### src/rtl/axis_mux_pkg.sv
// axis_mux_pkg: shared types and sizing helpers for the AXI-Stream packet arbiter
package axis_mux_pkg;
  typedef enum logic {ST_IDLE, ST_PKT} state_t;
  localparam int DATA_W_DEF = 32;
  function automatic int sel_width(input int n);
    return (n > 1) ? $clog2(n) : 1;
  endfunction
endpackage

### src/rtl/rr_arbiter.sv
// rr_arbiter: combinational round-robin pick of the first requester after last_grant
module rr_arbiter #(
  parameter int N     = 2,
  parameter int SEL_W = 1
) (
  input  logic [N-1:0]     req,
  input  logic [SEL_W-1:0] last_grant,
  output logic [SEL_W-1:0] grant_idx,
  output logic             grant_valid
);
  // scan farthest-first so the nearest requester after last_grant wins
  always_comb begin
    grant_idx = '0;
    grant_valid = 1'b0;
    for (int k = N; k >= 1; k--) begin
      if (req[(int'(last_grant) + k) % N]) begin
        grant_idx = SEL_W'((int'(last_grant) + k) % N);
        grant_valid = 1'b1;
      end
    end
  end
endmodule

### src/rtl/axis_pkt_arbiter.sv
// axis_pkt_arbiter: packet-granular round-robin arbiter steering NUM_SRC AXI-Stream slaves onto one master
module axis_pkt_arbiter import axis_mux_pkg::*; #(
  parameter int NUM_SRC = 2,
  parameter int DATA_W  = DATA_W_DEF,
  localparam int SEL_W  = sel_width(NUM_SRC)
) (
  input  logic                      clk,
  input  logic                      reset,
  input  logic [NUM_SRC*DATA_W-1:0] s_axis_tdata,
  input  logic [NUM_SRC-1:0]        s_axis_tvalid,
  input  logic [NUM_SRC-1:0]        s_axis_tlast,
  output logic [NUM_SRC-1:0]        s_axis_tready,
  output logic [DATA_W-1:0]         m_axis_tdata,
  output logic                      m_axis_tvalid,
  output logic                      m_axis_tlast,
  input  logic                      m_axis_tready,
  output logic [SEL_W-1:0]          sel,
  output logic                      busy
);
  state_t state, state_nx;
  logic [SEL_W-1:0] grant, last_grant, pick_idx;
  logic pick_valid;
  rr_arbiter #(.N(NUM_SRC), .SEL_W(SEL_W)) u_rr (
    .req(s_axis_tvalid),
    .last_grant(last_grant),
    .grant_idx(pick_idx),
    .grant_valid(pick_valid)
  );
  always_ff @(posedge clk) begin
    if (reset) begin
      state <= ST_IDLE;
      grant <= '0;
      last_grant <= SEL_W'(NUM_SRC - 1);
    end else begin
      state <= state_nx;
      if (state == ST_IDLE && pick_valid) begin
        grant <= pick_idx;
        last_grant <= pick_idx;
      end
    end
  end
  // the master side is a pure combinational window onto the granted source
  always_comb begin
    state_nx = state;
    m_axis_tvalid = 1'b0;
    m_axis_tlast = 1'b0;
    m_axis_tdata = '0;
    s_axis_tready = '0;
    if (state == ST_IDLE) begin
      state_nx = pick_valid ? ST_PKT : ST_IDLE;
    end else begin
      m_axis_tvalid = s_axis_tvalid[grant];
      m_axis_tlast = s_axis_tlast[grant];
      m_axis_tdata = s_axis_tdata[int'(grant)*DATA_W +: DATA_W];
      s_axis_tready[grant] = m_axis_tready;
      state_nx = (m_axis_tvalid && m_axis_tready && m_axis_tlast) ? ST_IDLE : ST_PKT;
    end
  end
  assign sel = grant;
  assign busy = (state == ST_PKT);
endmodule

### config.mk
export PLATFORM = sky130hd
export DESIGN_NAME = axis_pkt_arbiter
export DESIGN_NICKNAME = d
export VERILOG_FILES = /design/src/rtl/axis_mux_pkg.sv /design/src/rtl/rr_arbiter.sv /design/src/rtl/axis_pkt_arbiter.sv
export SDC_FILE = /design/constraint.sdc
export NUM_CORES = 1
export LEC_CHECK = 0
export ABC_AREA = 1
export CAP_MARGIN = 15
export CORE_UTILIZATION = 25
export DETAILED_ROUTE_END_ITERATION = 6
export GPL_TIMING_DRIVEN = 0
export PLACE_DENSITY_LB_ADDON = 0.05
export SYNTH_ARGS = -nofsm -noshare
export SYNTH_HDL_FRONTEND = slang
export SYNTH_SLANG_ARGS = --single-unit
### constraint.sdc
create_clock -name clk -period 1.8 [get_ports clk]
set_clock_uncertainty 0.05 [all_clocks]
set_input_delay 0.18 -clock clk [delete_from_list [all_inputs] [get_ports clk]]
set_output_delay 0.18 -clock clk [all_outputs]
set_load 0.01 [all_outputs]
==> out/results.ini <==
[global_route]
track_usage=0.182
grt_pass1_vias=1143
grt_pass1_wl_um=4950
grt_overflow=0
antenna_found_initial=0
grt_max_degree=11

[setup_path]
crit_fanout=8
crit_arrival_ps=1470
cp-end-kind=primary output
path_depth=5
crit_end=m_axis_tdata[1]
critPathSlowestCell=clkdlybuf4s50_1
startpoint_type=flip-flop
critPathLaunch=sel$_SDFFE_PP0P_
crit_family=buffers and inverters
required_ps=1570
r2r_cells=6
critPathBufInv=3
r2r_setup_slack_ps=760
reg2reg_to=busy$_SDFF_PP0_
max_stage_delay_ps=550
rr_startpoint=sel$_SDFFE_PP0P_
crit_type=flip-flop to primary output
path_cells=buf_6, inv_8, nand2_1, a21oi_1, clkdlybuf4s50_1

[timing]
setup_viol=0
worst_slew_pin_slew_ps=195
slew_headroom=0.870
hold_viol=0
timing.final.crit_period_ps=1700
rsz0062_at_grt=false
fin_tns_setup_ps=0
max_freq_mhz=587
hold_slack_ps=400
finalMaxSlewViolations=0
period_share=0.947

[routing]
drt-total-wl_um=3000
post_drt_wl_per_cell_um=10.5
drt_iter0_markers=27
drt-pass1-iter-count=3
viasPerCell=4.40
remaining_drc_errors=0
vias=1254
drtAntennaViolNets=0

[clocking]
cts.sinks=3
numCtsBuffers=3
cts.path.max_buffers=2
cts-root-buf=clkbuf_4
cts_hold_buffers=0
clk_latency_ps=220
h-tree-depth=1
cts_tree=built
clkTransAtPathRegs_ps=40

[synth]
synth_cell_type_count=16
yosysTopAreaCell=nand2_1
synth-seq-cells=3
ys_seq_area_frac=0.0811
yosysWarnings=0
syn_inst=139
synth_area_leaders=nand2_1 (34%), a21oi_1 (19%), buf_6 (9.1%), dfxtp_1 (8.1%), a21oi_2 (5.9%)
synth_area_um2=741
syn_avg_cell_area_um2=5.33
synth_nets=210
netlist.area_leader.share=0.340

[floorplan]
core_mm2=0.00278
die_x_um=56.4
die_area_mm2=0.00318
fp.dieH_um=56.4
initial_utilization=0.266
std_cell_rows=19
io_pins=109

[pwr]
ir_drop_uv=586
total_leakage_power_nw=0.944
power.density_mw_per_mm2=343
power_mw=0.647

[outcome]
status=finished, final reports clean

[cells_and_area]
antenna_cells=0
final_layout_size_suffix_gt1_frac=0.122
nets=326
area.growth.synth_to_final_pct=155

[worst_hold_path]
hold_class=flip-flop to flip-flop

[job]
max-cap-violations=0

[placed_design]
port_buffers=108
gp_congestion=0.724
dp_hpwl_um=2400

## cell usage after synthesis, drive strengths merged
master,count
buf,10
o21ai,1
dfxtp,3
inv,9
nor3,2
nand3,4
nand2,74
nor2,3
a21oi,33
## state kept, by name, indices dropped and copies added (netlist names)
| signal | flops |
|---|---|
| busy | 1 |
| last_grant | 1 |
| sel | 1 |
## worst min-delay path by stage
stage / to / slack (ps) / start / cells past startpoint
after floorplan: sel$_SDFFE_PP0P_ / 200 / reset / 1
after global placement: last_grant$_SDFFE_PP1P_ / 400 / last_grant$_SDFFE_PP1P_ / 2
after detailed placement: last_grant$_SDFFE_PP1P_ / 400 / last_grant$_SDFFE_PP1P_ / 2
after CTS: last_grant$_SDFFE_PP1P_ / 410 / last_grant$_SDFFE_PP1P_ / 2
after global routing: last_grant$_SDFFE_PP1P_ / 450 / last_grant$_SDFFE_PP1P_ / 2
final: last_grant$_SDFFE_PP1P_ / 400 / last_grant$_SDFFE_PP1P_ / 2
## final cells by class
class	count	area, um2
fillers	287	896
clock buffers	4	26.3
inverters	9	41.3
repair buffers	111	1080
flip-flops and latches	3	60.1
plain buffers	10	105
multi-input cells	117	537
well taps	31	38.8
## per-layer routing
metal	global-route usage	vias up	share of wire
met5	0	-	0
met4	0.0209	0	0.0063
met3	0.0300	2	0.083
met2	0.346	59	0.49
met1	0.218	521	0.42
li1	-	672	-
## placed cells by master (no fill, tap or decap)
cell	synthesis	routed
buf_12	1	2
buf_6	6	6
nor2_1	3	3
inv_1	7	7
dfxtp_1	3	3
nand2_1	67	67
nand2_2	7	7
o21ai_0	1	1
buf_4	0	3
dlymetal6s2s_1	0	1
a21oi_1	28	28
buf_2	3	2
clkbuf_4	0	3
a21oi_2	5	5
nand3_1	4	4
clkbuf_1	0	1
clkdlybuf4s50_1	0	74
nor3_1	1	1
inv_2	1	1
dlygate4sd2_1	0	33
inv_8	1	1
nor3_4	1	1
## where the power goes
group	internal [mW]	total [mW]	leakage (nW)	switching (mW)
clock	0.0828	0.113	0.0150	0.0305
combinational	0.275	0.457	0.904	0.182
sequential	0.0724	0.0761	0.0250	0.00370
## logic make-up after synthesis
family	synth area share
AO/OA/AOI/OAI	0.255
buffers and inverters	0.194
AND/OR/NAND/NOR	0.470
flip-flops	0.0811
## worst reg2reg max path, stage by stage, from the launching register on
cell	delay (ps)
dfxtp_1	310
buf_6	140
buf_4	140
nand2_1	70
nand3_1	80
nor2_1	90
nor2_1	50
## through the flow
| step | area, um2 | instances | setup WS, ps | util |
|---|---|---|---|---|
| after floorplan | 741 | 139 | 625 | - |
| after global placement | 1860 | 278 | 134 | 0.669 |
| after detailed placement | 1860 | 278 | 126 | 0.669 |
| after CTS | 1860 | 283 | 40.0 | 0.667 |
| after global routing | 1890 | 285 | 11.5 | 0.678 |
| final | 1890 | 285 | 95.4 | 0.678 |
## repair_timing
action | in CTS | in global routing
gates resized for setup | 34 | 1
buffers inserted | 1 | 2
setup endpoints to repair | 32 | 2
pin swaps | 0 | 0
No activity file was read; power rests on OpenSTA's default activity.
